<file path="src/rtl/stream_extrema_tracker.sv">
// Frame-based running max/min tracker with first-max index and max multiplicity.
// Compares per frame as unsigned (BCS) or two's complement (TCS), latched on the first beat.
module stream_extrema_tracker #(
    parameter int unsigned WIDTH = 8,
    parameter int unsigned CNT_W = 16
) (
    input  logic             clk,
    input  logic             reset,
    input  logic             tcs_mode,
    input  logic             in_valid,
    output logic             in_ready,
    input  logic [WIDTH-1:0] in_data,
    input  logic             in_last,
    output logic             out_valid,
    input  logic             out_ready,
    output logic [WIDTH-1:0] out_max,
    output logic [WIDTH-1:0] out_min,
    output logic [CNT_W-1:0] out_max_idx,
    output logic [CNT_W-1:0] out_max_cnt,
    output logic [CNT_W-1:0] out_len
);

    localparam logic [1:0] StIdle  = 2'd0;
    localparam logic [1:0] StAccum = 2'd1;
    localparam logic [1:0] StHold  = 2'd2;

    localparam logic [CNT_W-1:0] CntMax = '1;
    localparam logic [CNT_W-1:0] CntOne = CNT_W'(1);

    logic [1:0]       state_q, state_d;
    logic             mode_q, mode_d;
    logic [WIDTH-1:0] max_q, max_d, min_q, min_d;
    logic [CNT_W-1:0] idx_q, idx_d, cnt_q, cnt_d, len_q, len_d;
    logic             in_ready_q, out_valid_q;
    logic             accept, load_out;

    // Same GT relation as the upstream magnitude comparator.
    function automatic logic gt(input logic [WIDTH-1:0] a, input logic [WIDTH-1:0] b,
                                input logic m);
        if (m) begin
            return $signed(a) > $signed(b);
        end
        return a > b;
    endfunction

    function automatic logic [CNT_W-1:0] sat_inc(input logic [CNT_W-1:0] v);
        return (v == CntMax) ? v : v + CntOne;
    endfunction

    assign accept   = in_valid & in_ready_q;
    assign load_out = accept & in_last;

    always_comb begin
        state_d = state_q;
        mode_d  = mode_q;
        max_d   = max_q;
        min_d   = min_q;
        idx_d   = idx_q;
        cnt_d   = cnt_q;
        len_d   = len_q;
        if (accept) begin
            if (state_q == StIdle) begin
                mode_d = tcs_mode;
                max_d  = in_data;
                min_d  = in_data;
                idx_d  = '0;
                cnt_d  = CntOne;
                len_d  = CntOne;
            end else begin
                if (gt(in_data, max_q, mode_q)) begin
                    max_d = in_data;
                    idx_d = len_q;
                    cnt_d = CntOne;
                end else if (in_data == max_q) begin
                    cnt_d = sat_inc(cnt_q);
                end
                if (gt(min_q, in_data, mode_q)) begin
                    min_d = in_data;
                end
                len_d = sat_inc(len_q);
            end
            state_d = in_last ? StHold : StAccum;
        end else if (state_q == StHold && out_ready) begin
            state_d = StIdle;
        end
    end

    always_ff @(posedge clk or negedge reset) begin
        if (!reset) begin
            state_q     <= StIdle;
            mode_q      <= 1'b0;
            max_q       <= '0;
            min_q       <= '0;
            idx_q       <= '0;
            cnt_q       <= '0;
            len_q       <= '0;
            in_ready_q  <= 1'b0;
            out_valid_q <= 1'b0;
        end else begin
            state_q     <= state_d;
            mode_q      <= mode_d;
            max_q       <= max_d;
            min_q       <= min_d;
            idx_q       <= idx_d;
            cnt_q       <= cnt_d;
            len_q       <= len_d;
            in_ready_q  <= (state_d != StHold);
            out_valid_q <= (state_d == StHold);
        end
    end

    // Result registers only change when a new frame completes.
    always_ff @(posedge clk or negedge reset) begin
        if (!reset) begin
            out_max     <= '0;
            out_min     <= '0;
            out_max_idx <= '0;
            out_max_cnt <= '0;
            out_len     <= '0;
        end else if (load_out) begin
            out_max     <= max_d;
            out_min     <= min_d;
            out_max_idx <= idx_d;
            out_max_cnt <= cnt_d;
            out_len     <= len_d;
        end
    end

    assign in_ready  = in_ready_q;
    assign out_valid = out_valid_q;

endmodule

</file>
<file path="config.mk">
export PLATFORM = sky130hd
export DESIGN_NAME = stream_extrema_tracker
export DESIGN_NICKNAME = d
export VERILOG_FILES = /design/src/rtl/stream_extrema_tracker.sv
export SDC_FILE = /design/constraint.sdc
export NUM_CORES = 1
export LEC_CHECK = 0
export ABC_CLOCK_PERIOD_IN_PS = 4900
export CORE_MARGIN = 1
export CORE_UTILIZATION = 56
export DETAILED_ROUTE_END_ITERATION = 12
export PLACE_DENSITY = 0.81
export SKIP_LAST_GASP = 1
export SYNTH_ARGS = -nofsm -noshare
export SYNTH_HDL_FRONTEND = slang
export SYNTH_SLANG_ARGS = --single-unit
</file>
<file path="constraint.sdc">
create_clock -name clk -period 4.9 [get_ports clk]
set_input_delay 0.98 -clock clk [delete_from_list [all_inputs] [get_ports clk]]
set_output_delay 0.98 -clock clk [all_outputs]
set_load 0.005 [all_outputs]
</file>
==> report_table.html, run 1 <==
<table>
<tr><th>Metric</th><th>Value</th></tr>
<tr><th colspan="2">Cells and area</th></tr>
<tr><td>Fillcell total</td><td>781</td></tr>
<tr><td>Final core utilization</td><td>0.719</td></tr>
<tr><td>Final std cells w/o fill</td><td>834</td></tr>
<tr><td>P&amp;R area growth vs syn</td><td>24.5%</td></tr>
<tr><td>Antenna Diode Count</td><td>0</td></tr>
<tr><td>Fraction of final layout cells sized beyond drive strength 1</td><td>0.0994</td></tr>
<tr><td>Final Net Count</td><td>713</td></tr>
<tr><th colspan="2">Yosys</th></tr>
<tr><td>Total of flip-flops plus latches after synthesis</td><td>133</td></tr>
<tr><td>Warnings from Yosys</td><td>0</td></tr>
<tr><td>Syn avg cell area</td><td>10.5 sq um</td></tr>
<tr><td>Post-synthesis instance area</td><td>6320 sq um</td></tr>
<tr><td>Share of async-settable or async-resettable flops after synthesis</td><td>1.00</td></tr>
<tr><td>Synth Net Count</td><td>636</td></tr>
<tr><td>Distinct cells, synth</td><td>59</td></tr>
<tr><td>Synthesized instance count</td><td>604</td></tr>
<tr><td>Top flip-flop cell by instance count after synthesis</td><td>sky130_fd_sc_hd__dfrtp_1</td></tr>
<tr><td>EDFF count, synth</td><td>0</td></tr>
<tr><td>Seq/Total Area, Yosys</td><td>0.527</td></tr>
<tr><th colspan="2">Floorplanning</th></tr>
<tr><td>Die span in y</td><td>108 um</td></tr>
<tr><td>Chip Width</td><td>108 um</td></tr>
<tr><td>I/O Pins</td><td>80</td></tr>
<tr><td>Core Footprint</td><td>10900 sq um</td></tr>
<tr><td>Die area</td><td>11700 sq um</td></tr>
<tr><td>Std-Cell Rows</td><td>38</td></tr>
<tr><td>Initial cell density of the core</td><td>0.578</td></tr>
<tr><th colspan="2">Route</th></tr>
<tr><td>Total wirelength of the detailed-routed design</td><td>14800 um</td></tr>
<tr><td>Met3 layer wire length in the routed design</td><td>638 um</td></tr>
<tr><td>DR vias</td><td>4881</td></tr>
<tr><td>First-pass detailed-route iteration total</td><td>5</td></tr>
<tr><td>Detail Route Antenna Nets</td><td>0</td></tr>
<tr><td>Post-DR vias/cell</td><td>5.85</td></tr>
<tr><td>Number of remaining DRC errors</td><td>0</td></tr>
<tr><td>Met2 WL post-DR</td><td>7390 um</td></tr>
<tr><td>Initial drt markers</td><td>251</td></tr>
<tr><td>Highest metal layer with signal wires</td><td>met4</td></tr>
<tr><td>Met1 routed wirelength after detailed routing</td><td>6390 um</td></tr>
<tr><td>Average detailed-routed wire length per instance</td><td>17.7 um</td></tr>
<tr><th colspan="2">Critical path</th></tr>
<tr><td>Critical path arrival</td><td>3.83 ns</td></tr>
<tr><td>Crit path max-delay family</td><td>simple AND/OR/NAND/NOR gates</td></tr>
<tr><td>Cell type of the slowest stage on the worst timing path</td><td>sky130_fd_sc_hd__nor3_2</td></tr>
<tr><td>Worst Setup Path Type</td><td>input port to flip-flop</td></tr>
<tr><td>Maximum fanout count along the critical path</td><td>9</td></tr>
<tr><td>Crit path cell chain</td><td>clkdlybuf4s50_1 -&gt; inv_1 -&gt; ha_1 -&gt; nand4_1 -&gt; nor2_2 -&gt; a311oi_4 -&gt; nor3_2 -&gt; mux2i_1 -&gt; o21ai_0</td></tr>
<tr><td>Buffers and inverters on the worst path</td><td>2</td></tr>
<tr><td>Element type at the critical path start</td><td>input port</td></tr>
<tr><td>Critical Path Max Stage Delay</td><td>0.82 ns</td></tr>
<tr><td>CP Data Required Time</td><td>5.12 ns</td></tr>
<tr><td>Type of destination of the critical path</td><td>flip-flop</td></tr>
<tr><th colspan="2">Flow run</th></tr>
<tr><td>Maxcap violations</td><td>0</td></tr>
<tr><th colspan="2">Global routing</th></tr>
<tr><td>Largest net degree at the start of global routing</td><td>72</td></tr>
<tr><td>Overall fraction of global-route tracks in use</td><td>0.268</td></tr>
<tr><td>Remaining Overflow, GRT</td><td>0</td></tr>
<tr><td>Global-route wire length before repair</td><td>23900 um</td></tr>
<tr><td>Number of global-route vias before repair</td><td>4924</td></tr>
<tr><td>Initial antenna violation count</td><td>0</td></tr>
<tr><th colspan="2">Run status</th></tr>
<tr><td>Status</td><td>finished, final reports clean</td></tr>
<tr><th colspan="2">Place</th></tr>
<tr><td>Number of cells after detailed placement</td><td>802</td></tr>
<tr><td>I/O Buffers</td><td>79</td></tr>
<tr><td>Final HPWL from detailed placement</td><td>9560 um</td></tr>
<tr><td>Post-Place Setup Slack</td><td>0.936 ns</td></tr>
<tr><td>Routability-driven placement congestion ratio</td><td>0.891</td></tr>
<tr><th colspan="2">Timing</th></tr>
<tr><td>Hold Violations, Final</td><td>0</td></tr>
<tr><td>Worst clock skew on the final layout</td><td>0.0103 ns</td></tr>
<tr><td>Relative slew margins</td><td>0.211</td></tr>
<tr><td>Unrepaired setup endpoints after global routing</td><td>no</td></tr>
<tr><td>Worst-Margin Slew</td><td>1.18 ns</td></tr>
<tr><td>Fin Setup TNS</td><td>0 ns</td></tr>
<tr><td>Setup violations, final</td><td>0</td></tr>
<tr><td>Maximum clock rate</td><td>0.277 GHz</td></tr>
<tr><td>Final worst-path setup slack</td><td>1.29 ns</td></tr>
<tr><td>Worst hold margin</td><td>0.478 ns</td></tr>
<tr><td>Period utilisation layout</td><td>0.737</td></tr>
<tr><td>Final count of pins violating max slew</td><td>0</td></tr>
<tr><td>Min Clock Period, post-route</td><td>3.61 ns</td></tr>
<tr><th colspan="2">Clocking</th></tr>
<tr><td>Number of CTS-inserted buffers</td><td>17</td></tr>
<tr><td>Clock slew seen by the registers of the worst setup and hold paths</td><td>0.06 ns</td></tr>
<tr><td>Clock sinks</td><td>133</td></tr>
<tr><td>Count of instances resized after the clock tree is built</td><td>0</td></tr>
<tr><td>CTS Hold Bufs</td><td>0</td></tr>
<tr><td>Worst-skew pair later-pin latency</td><td>0.42 ns</td></tr>
<tr><td>Maximum buffer depth of the clock tree</td><td>2</td></tr>
<tr><td>Postcts setup bufs</td><td>0</td></tr>
<tr><td>TritonCTS clock tree</td><td>done</td></tr>
<tr><td>Clock root buffer master</td><td>sky130_fd_sc_hd__clkbuf_16</td></tr>
<tr><td>Total number of H-tree levels</td><td>4</td></tr>
<tr><th colspan="2">Min path</th></tr>
<tr><td>Worst min path class</td><td>flip-flop to flip-flop</td></tr>
<tr><th colspan="2">Power</th></tr>
<tr><td>Maximum VDD drop</td><td>0.315 mV</td></tr>
<tr><td>Standby leakage power</td><td>0.00353 uW</td></tr>
<tr><td>Pwr/cell area</td><td>526 nW/um^2</td></tr>
</table>
## where the power goes
group / leakage (uW) / switching (uW) / internal [uW]
logic: 0.00143 / 653 / 540
registers: 0.00176 / 154 / 1300
clock network: 0.000333 / 480 / 1020
## synthesized netlist by cell type (2+ instances only)
cell type	instances	area [sq um]
sky130_fd_sc_hd__dfrtp_1	133	3330
sky130_fd_sc_hd__nand2_1	98	368
sky130_fd_sc_hd__nor2_1	42	158
sky130_fd_sc_hd__o21ai_0	41	205
sky130_fd_sc_hd__mux2i_1	29	290
sky130_fd_sc_hd__nand3_1	23	115
sky130_fd_sc_hd__o21ai_1	22	110
sky130_fd_sc_hd__inv_1	21	78.8
sky130_fd_sc_hd__a22o_1	18	158
sky130_fd_sc_hd__ha_1	18	225
sky130_fd_sc_hd__xor2_1	17	149
sky130_fd_sc_hd__a31oi_1	15	93.8
sky130_fd_sc_hd__clkbuf_1	15	56.3
sky130_fd_sc_hd__nand4_1	12	75.1
sky130_fd_sc_hd__a21oi_1	9	45.0
sky130_fd_sc_hd__and3_1	8	50.1
sky130_fd_sc_hd__a21bo_2	6	60.1
sky130_fd_sc_hd__buf_6	6	67.6
sky130_fd_sc_hd__nor3_1	6	30.0
sky130_fd_sc_hd__xnor2_1	6	52.6
sky130_fd_sc_hd__a21o_1	4	30.0
sky130_fd_sc_hd__buf_2	4	20.0
sky130_fd_sc_hd__and4_1	3	26.3
sky130_fd_sc_hd__nor4_4	3	63.8
sky130_fd_sc_hd__o31ai_1	3	22.5
sky130_fd_sc_hd__a211oi_2	2	25.0
sky130_fd_sc_hd__nand2_2	2	12.5
sky130_fd_sc_hd__nand2b_1	2	12.5
sky130_fd_sc_hd__nor2_2	2	12.5
sky130_fd_sc_hd__nor2_4	2	22.5
sky130_fd_sc_hd__nor2b_1	2	12.5
sky130_fd_sc_hd__nor3b_1	2	15.0
sky130_fd_sc_hd__o31ai_4	2	42.5
## state kept, by name, indices dropped and copies added, names as in the netlist, 16 cells and up
name / cells
cnt_q: 16
idx_q: 16
len_q: 16
out_len: 16
out_max_cnt: 16
out_max_idx: 16
## stage by stage
stage / cell area (sq um) / power (uW)
2_1_floorplan: 6320 / 2270
3_3_place_gp: 7170 / 2590
3_5_place_dp: 7170 / 2640
4_1_cts: 7870 / 4150
5_1_grt: 7870 / 4320
6_report: 7870 / 4140
## per-layer routing
layer,GRT usage,up-vias
met5,0,-
met4,0.112,0
met3,0.0603,36
met2,0.450,148
met1,0.334,2415
li1,-,2282
## placed cells by master (no fill, tap or decap), types with 2 or more instances in the layout
cell	count
sky130_fd_sc_hd__dfrtp_1	133
sky130_fd_sc_hd__nand2_1	97
sky130_fd_sc_hd__clkdlybuf4s50_1	78
sky130_fd_sc_hd__nor2_1	42
sky130_fd_sc_hd__o21ai_0	41
sky130_fd_sc_hd__mux2i_1	29
sky130_fd_sc_hd__nand3_1	23
sky130_fd_sc_hd__o21ai_1	22
sky130_fd_sc_hd__inv_1	21
sky130_fd_sc_hd__a22o_1	18
sky130_fd_sc_hd__ha_1	18
sky130_fd_sc_hd__xor2_1	17
sky130_fd_sc_hd__clkbuf_16	17
sky130_fd_sc_hd__a31oi_1	15
sky130_fd_sc_hd__nand4_1	12
sky130_fd_sc_hd__a21oi_1	9
sky130_fd_sc_hd__and3_1	8
sky130_fd_sc_hd__bufinv_16	7
sky130_fd_sc_hd__nor3_1	6
sky130_fd_sc_hd__xnor2_1	6
sky130_fd_sc_hd__a21bo_2	6
sky130_fd_sc_hd__buf_4	6
sky130_fd_sc_hd__a21o_1	4
sky130_fd_sc_hd__nor4_4	3
sky130_fd_sc_hd__nand2_2	3
sky130_fd_sc_hd__and4_1	3
sky130_fd_sc_hd__o31ai_1	3
sky130_fd_sc_hd__nand2b_1	2
sky130_fd_sc_hd__nor2_2	2
sky130_fd_sc_hd__nor2b_1	2
sky130_fd_sc_hd__a211oi_2	2
sky130_fd_sc_hd__nor2_4	2
sky130_fd_sc_hd__o31ai_4	2
sky130_fd_sc_hd__nor3b_1	2
sky130_fd_sc_hd__clkinv_4	2
sky130_fd_sc_hd__clkinvlp_4	2
sky130_fd_sc_hd__clkinv_2	2
## worst min-delay path: cells and delay by family, from the launching register on
family	cells	cell delay [ns]
simple gates	1	0.05
flops	1	0.34
compound gates	1	0.06
## kinds of logic after synthesis
group	after synthesis	synth area share
adder cells (fa/ha/maj)	18	0.0357
buffers and inverters	47	0.0364
XOR/XNOR	23	0.0319
AO/OA/AOI/OAI	133	0.146
flip-flops	133	0.527
AND/OR/NAND/NOR	219	0.174
multiplexers	31	0.0499
## path summary, 6_finish.rpt
check,startpoint,endpoint,slack [ns],depth (start not counted)
worst max-delay path,in_data[0],out_max[3]$_DFFE_PN0P_,1.29,9
worst min-delay path,out_len[9]$_DFFE_PN0P_,out_len[9]$_DFFE_PN0P_,0.48,2
worst max register to register,max_q[3]$_DFF_PN0_,out_max[3]$_DFFE_PN0P_,2.02,8
worst min register to register,out_len[9]$_DFFE_PN0P_,out_len[9]$_DFFE_PN0P_,0.48,2
max in group asynchronous,reset,idx_q[15]$_DFF_PN0_,3.21,2
min in group asynchronous,reset,out_max_idx[9]$_DFFE_PN0P_,0.69,1
## cell type report
class	instances	area [sq um]	share of cell area
Timing Repair Buffer	84	826	0.105
Inverter	21	78.8	0.0100
Sequential cell	133	3330	0.423
Clock buffer	19	443	0.0563
Clock inverter	13	253	0.0321
Multi-Input combinational cell	424	2760	0.351
Tap cell	140	175	0.0223
(Power assumes the default switching activity.)
==> run 2, diff against run 1 <==
--- a/config.mk
+++ b/config.mk
@@ -5,7 +5,7 @@
 export SDC_FILE = /design/constraint.sdc
 export NUM_CORES = 1
 export LEC_CHECK = 0
-export ABC_CLOCK_PERIOD_IN_PS = 4900
+export ABC_CLOCK_PERIOD_IN_PS = 3650
 export CORE_MARGIN = 1
 export CORE_UTILIZATION = 56
 export DETAILED_ROUTE_END_ITERATION = 12
==> constraint.sdc (replaced) <==
create_clock -name clk -period 3.65 [get_ports clk]
set_input_delay 0.73 -clock clk [delete_from_list [all_inputs] [get_ports clk]]
set_output_delay 0.73 -clock clk [all_outputs]
set_load 0.005 [all_outputs]
==> run 2 against run 1 <==
Against the previous run: setup slack worse by 0.51 ns; clock power rose by 31%; sequential power is 34% higher; sequential cell count unchanged; final cell count increased by 0.84%; die area stayed put; global-route usage rose by 0.70 points; cell area grew 0.75%; non-clock buffer count is 7 higher; power rose by 35%; sequential share of layout area shrank 0.31 points; largest cell class unchanged.
==> report_table.html, run 2 (synthesized netlist as in run 1, its figures left out) <==
<table>
<tr><th>Metric</th><th>Value</th></tr>
<tr><th colspan="2">Run status</th></tr>
<tr><td>Status</td><td>finished, final reports clean</td></tr>
<tr><th colspan="2">Route</th></tr>
<tr><td>Total wirelength of the detailed-routed design</td><td>14900 um (+1.0%)</td></tr>
<tr><td>Number of remaining DRC errors</td><td>0 (unchanged)</td></tr>
<tr><td>First-pass detailed-route iteration total</td><td>5 (unchanged)</td></tr>
<tr><td>Detail Route Antenna Nets</td><td>0 (unchanged)</td></tr>
<tr><td>Initial drt markers</td><td>363 (+45%)</td></tr>
<tr><td>DR vias</td><td>4966 (+1.7%)</td></tr>
<tr><td>Average detailed-routed wire length per instance</td><td>17.7 um (+0.17%)</td></tr>
<tr><td>Post-DR vias/cell</td><td>5.90 (+0.89%)</td></tr>
<tr><th colspan="2">Critical path</th></tr>
<tr><td>Critical path arrival</td><td>3.14 ns (-0.69 ns)</td></tr>
<tr><td>CP Data Required Time</td><td>3.92 ns (-1.20 ns)</td></tr>
<tr><td>Type of destination of the critical path</td><td>flip-flop</td></tr>
<tr><td>Crit path max-delay family</td><td>buffers and inverters</td></tr>
<tr><td>Cell type of the slowest stage on the worst timing path</td><td>sky130_fd_sc_hd__clkdlybuf4s50_1</td></tr>
<tr><td>Reg2reg setup slack</td><td>1.25 ns (-0.77 ns)</td></tr>
<tr><td>Buffers and inverters on the worst path</td><td>3 (+1)</td></tr>
<tr><td>Element type at the critical path start</td><td>input port</td></tr>
<tr><td>Critical Path Max Stage Delay</td><td>0.56 ns (-0.26 ns)</td></tr>
<tr><td>Maximum fanout count along the critical path</td><td>15 (+6)</td></tr>
<tr><td>Crit path cell chain</td><td>clkdlybuf4s50_1 -&gt; inv_1 -&gt; ha_1 -&gt; nand4_1 -&gt; nor2_2 -&gt; a311oi_4 -&gt; nor2_4 -&gt; buf_12 -&gt; mux2i_1 -&gt; o21ai_1</td></tr>
<tr><td>Worst Setup Path Type</td><td>input port to flip-flop</td></tr>
<tr><th colspan="2">Power</th></tr>
<tr><td>Net switching component of the power</td><td>1780 uW (+39%)</td></tr>
<tr><td>Internal</td><td>3800 uW (+33%)</td></tr>
<tr><td>Standby leakage power</td><td>0.00355 uW (+0.83%)</td></tr>
<tr><td>Maximum VDD drop</td><td>0.408 mV (+30%)</td></tr>
<tr><td>Net switching fraction of the power</td><td>0.319 (+0.00847)</td></tr>
<tr><td>Part of the power in the clock network</td><td>0.351 (-0.011)</td></tr>
<tr><td>Share of power burned in registers</td><td>0.349 (about the same)</td></tr>
<tr><td>Combinational power share</td><td>0.301 (+0.013)</td></tr>
<tr><td>Pwr/cell area</td><td>705 nW/um^2 (+34%)</td></tr>
<tr><th colspan="2">Timing</th></tr>
<tr><td>Setup violations, final</td><td>0 (unchanged)</td></tr>
<tr><td>Worst-Margin Slew</td><td>0.867 ns (-0.316 ns)</td></tr>
<tr><td>Unrepaired setup endpoints after global routing</td><td>no</td></tr>
<tr><td>Min Clock Period, post-route</td><td>2.87 ns</td></tr>
<tr><td>Relative slew margins</td><td>0.421 (+0.209)</td></tr>
<tr><td>Maximum clock rate</td><td>0.348 GHz</td></tr>
<tr><td>Hold Violations, Final</td><td>0 (unchanged)</td></tr>
<tr><td>Fin Setup TNS</td><td>0 ns (unchanged)</td></tr>
<tr><td>Period utilisation layout</td><td>0.788</td></tr>
<tr><td>Worst hold margin</td><td>0.403 ns (-0.0743 ns)</td></tr>
<tr><td>Final count of pins violating max slew</td><td>0 (unchanged)</td></tr>
<tr><td>Worst clock skew on the final layout</td><td>0.00632 ns (-0.00402 ns)</td></tr>
<tr><th colspan="2">Clocking</th></tr>
<tr><td>Count of instances resized after the clock tree is built</td><td>0 (unchanged)</td></tr>
<tr><td>CTS Hold Bufs</td><td>0 (unchanged)</td></tr>
<tr><td>Number of CTS-inserted buffers</td><td>17 (unchanged)</td></tr>
<tr><td>Clock slew seen by the registers of the worst setup and hold paths</td><td>0.06 ns (about the same)</td></tr>
<tr><td>Maximum buffer depth of the clock tree</td><td>2 (unchanged)</td></tr>
<tr><td>Total number of H-tree levels</td><td>4 (unchanged)</td></tr>
<tr><td>TritonCTS clock tree</td><td>done</td></tr>
<tr><td>Clock root buffer master</td><td>sky130_fd_sc_hd__clkbuf_16</td></tr>
<tr><td>Worst-skew pair later-pin latency</td><td>0.42 ns (about the same)</td></tr>
<tr><td>Postcts setup bufs</td><td>0 (unchanged)</td></tr>
<tr><td>Clock sinks</td><td>133 (unchanged)</td></tr>
<tr><th colspan="2">Floorplanning</th></tr>
<tr><td>Chip Width</td><td>108 um (unchanged)</td></tr>
<tr><td>Core Footprint</td><td>10900 sq um (unchanged)</td></tr>
<tr><td>Std-Cell Rows</td><td>38 (unchanged)</td></tr>
<tr><td>Die span in y</td><td>108 um (unchanged)</td></tr>
<tr><td>I/O Pins</td><td>80 (unchanged)</td></tr>
<tr><td>Initial cell density of the core</td><td>0.578 (unchanged)</td></tr>
<tr><td>Die area</td><td>11700 sq um (unchanged)</td></tr>
<tr><th colspan="2">Place</th></tr>
<tr><td>Routability-driven placement congestion ratio</td><td>0.874 (-1.9%)</td></tr>
<tr><td>Final HPWL from detailed placement</td><td>9960 um (+4.2%)</td></tr>
<tr><td>I/O Buffers</td><td>79 (unchanged)</td></tr>
<tr><th colspan="2">Global routing</th></tr>
<tr><td>Number of global-route vias before repair</td><td>5044 (+2.4%)</td></tr>
<tr><td>Remaining Overflow, GRT</td><td>0 (unchanged)</td></tr>
<tr><td>Largest net degree at the start of global routing</td><td>63 (-13%)</td></tr>
<tr><td>Global-route wire length before repair</td><td>24500 um (+2.5%)</td></tr>
<tr><td>Overall fraction of global-route tracks in use</td><td>0.275 (+0.00695)</td></tr>
<tr><td>Initial antenna violation count</td><td>0 (unchanged)</td></tr>
<tr><th colspan="2">Cells and area</th></tr>
<tr><td>P&amp;R area growth vs syn</td><td>25.4%</td></tr>
<tr><td>Most common cell after layout, fill and taps aside</td><td>sky130_fd_sc_hd__dfrtp_1</td></tr>
<tr><td>Final Net Count</td><td>720 (+0.98%)</td></tr>
<tr><td>Antenna Diode Count</td><td>0 (unchanged)</td></tr>
<tr><td>Most frequent cells in the layout</td><td>133 x sky130_fd_sc_hd__dfrtp_1, 97 x sky130_fd_sc_hd__nand2_1, 78 x sky130_fd_sc_hd__clkdlybuf4s50_1</td></tr>
<tr><td>Fraction of final layout cells sized beyond drive strength 1</td><td>0.110 (+0.0104)</td></tr>
<tr><th colspan="2">Min path</th></tr>
<tr><td>Worst min path class</td><td>input port to asynchronous set/reset pin</td></tr>
<tr><th colspan="2">Flow run</th></tr>
<tr><td>Maxcap violations</td><td>0 (unchanged)</td></tr>
</table>
[run 2: power by group through the flow]
stage	clock network [uW]	logic [uW]	registers, uW
2_1_floorplan	0	1140	1920
3_3_place_gp	0	1590	1950
3_5_place_dp	0	1650	1960
4_1_cts	1980	1690	1940
5_1_grt	2040	1830	1970
6_report	1960	1680	1950
[run 2: worst reg2reg max path: cells and delay by family, from the launching register on]
kind,cells,cell delay (ns)
multiplexers,1,0.25
flip-flops,1,0.39
AND/OR/NAND/NOR,3,0.82
adder cells (fa/ha/maj),1,0.34
AO/OA/AOI/OAI,2,0.18
buffers and inverters,2,0.29
[run 2: layout make-up]
class	count	area, sq um
Clock inverter	15	251
Multi-Input combinational cell	424	2760
Timing Repair Buffer	91	903
Sequential cell	133	3330
Clock buffer	17	425
Fill cell	765	3010
Tap cell	140	175
Inverter	21	78.8
[run 2: worst paths after layout]
check / start / end / depth (start not counted)
setup / recovery: in_data[0] / out_max_idx[3]$_DFFE_PN0P_ / 10
hold / removal: reset / out_max_idx[9]$_DFFE_PN0P_ / 1
setup reg to reg: max_q[3]$_DFF_PN0_ / out_max_idx[3]$_DFFE_PN0P_ / 9
hold reg to reg: out_len[11]$_DFFE_PN0P_ / out_len[11]$_DFFE_PN0P_ / 2
max in group asynchronous: reset / out_max[5]$_DFFE_PN0P_ / 2
min in group clk: out_len[11]$_DFFE_PN0P_ / out_len[11]$_DFFE_PN0P_ / 2
[run 2: layer usage]
layer,routed length [um],up-vias,GRT usage
li1,-,2301,-
met1,6130,2443,0.336
met2,7610,187,0.459
met3,728,35,0.0512
met4,457,0,0.153
met5,0,-,0
[run 2: per-stage QoR]
stage	power, uW	std cells	setup slack (ns)	instance area, sq um	utilization
global route	5840	841	0.622	7920	0.725
CTS	5610	841	0.811	7920	0.725
detailed placement	3610	809	0.403	7250	0.663
finish	5590	841	0.775	7920	0.725
floorplan	3050	604	1.16	6320	-
global placement	3540	809	0.525	7250	0.663
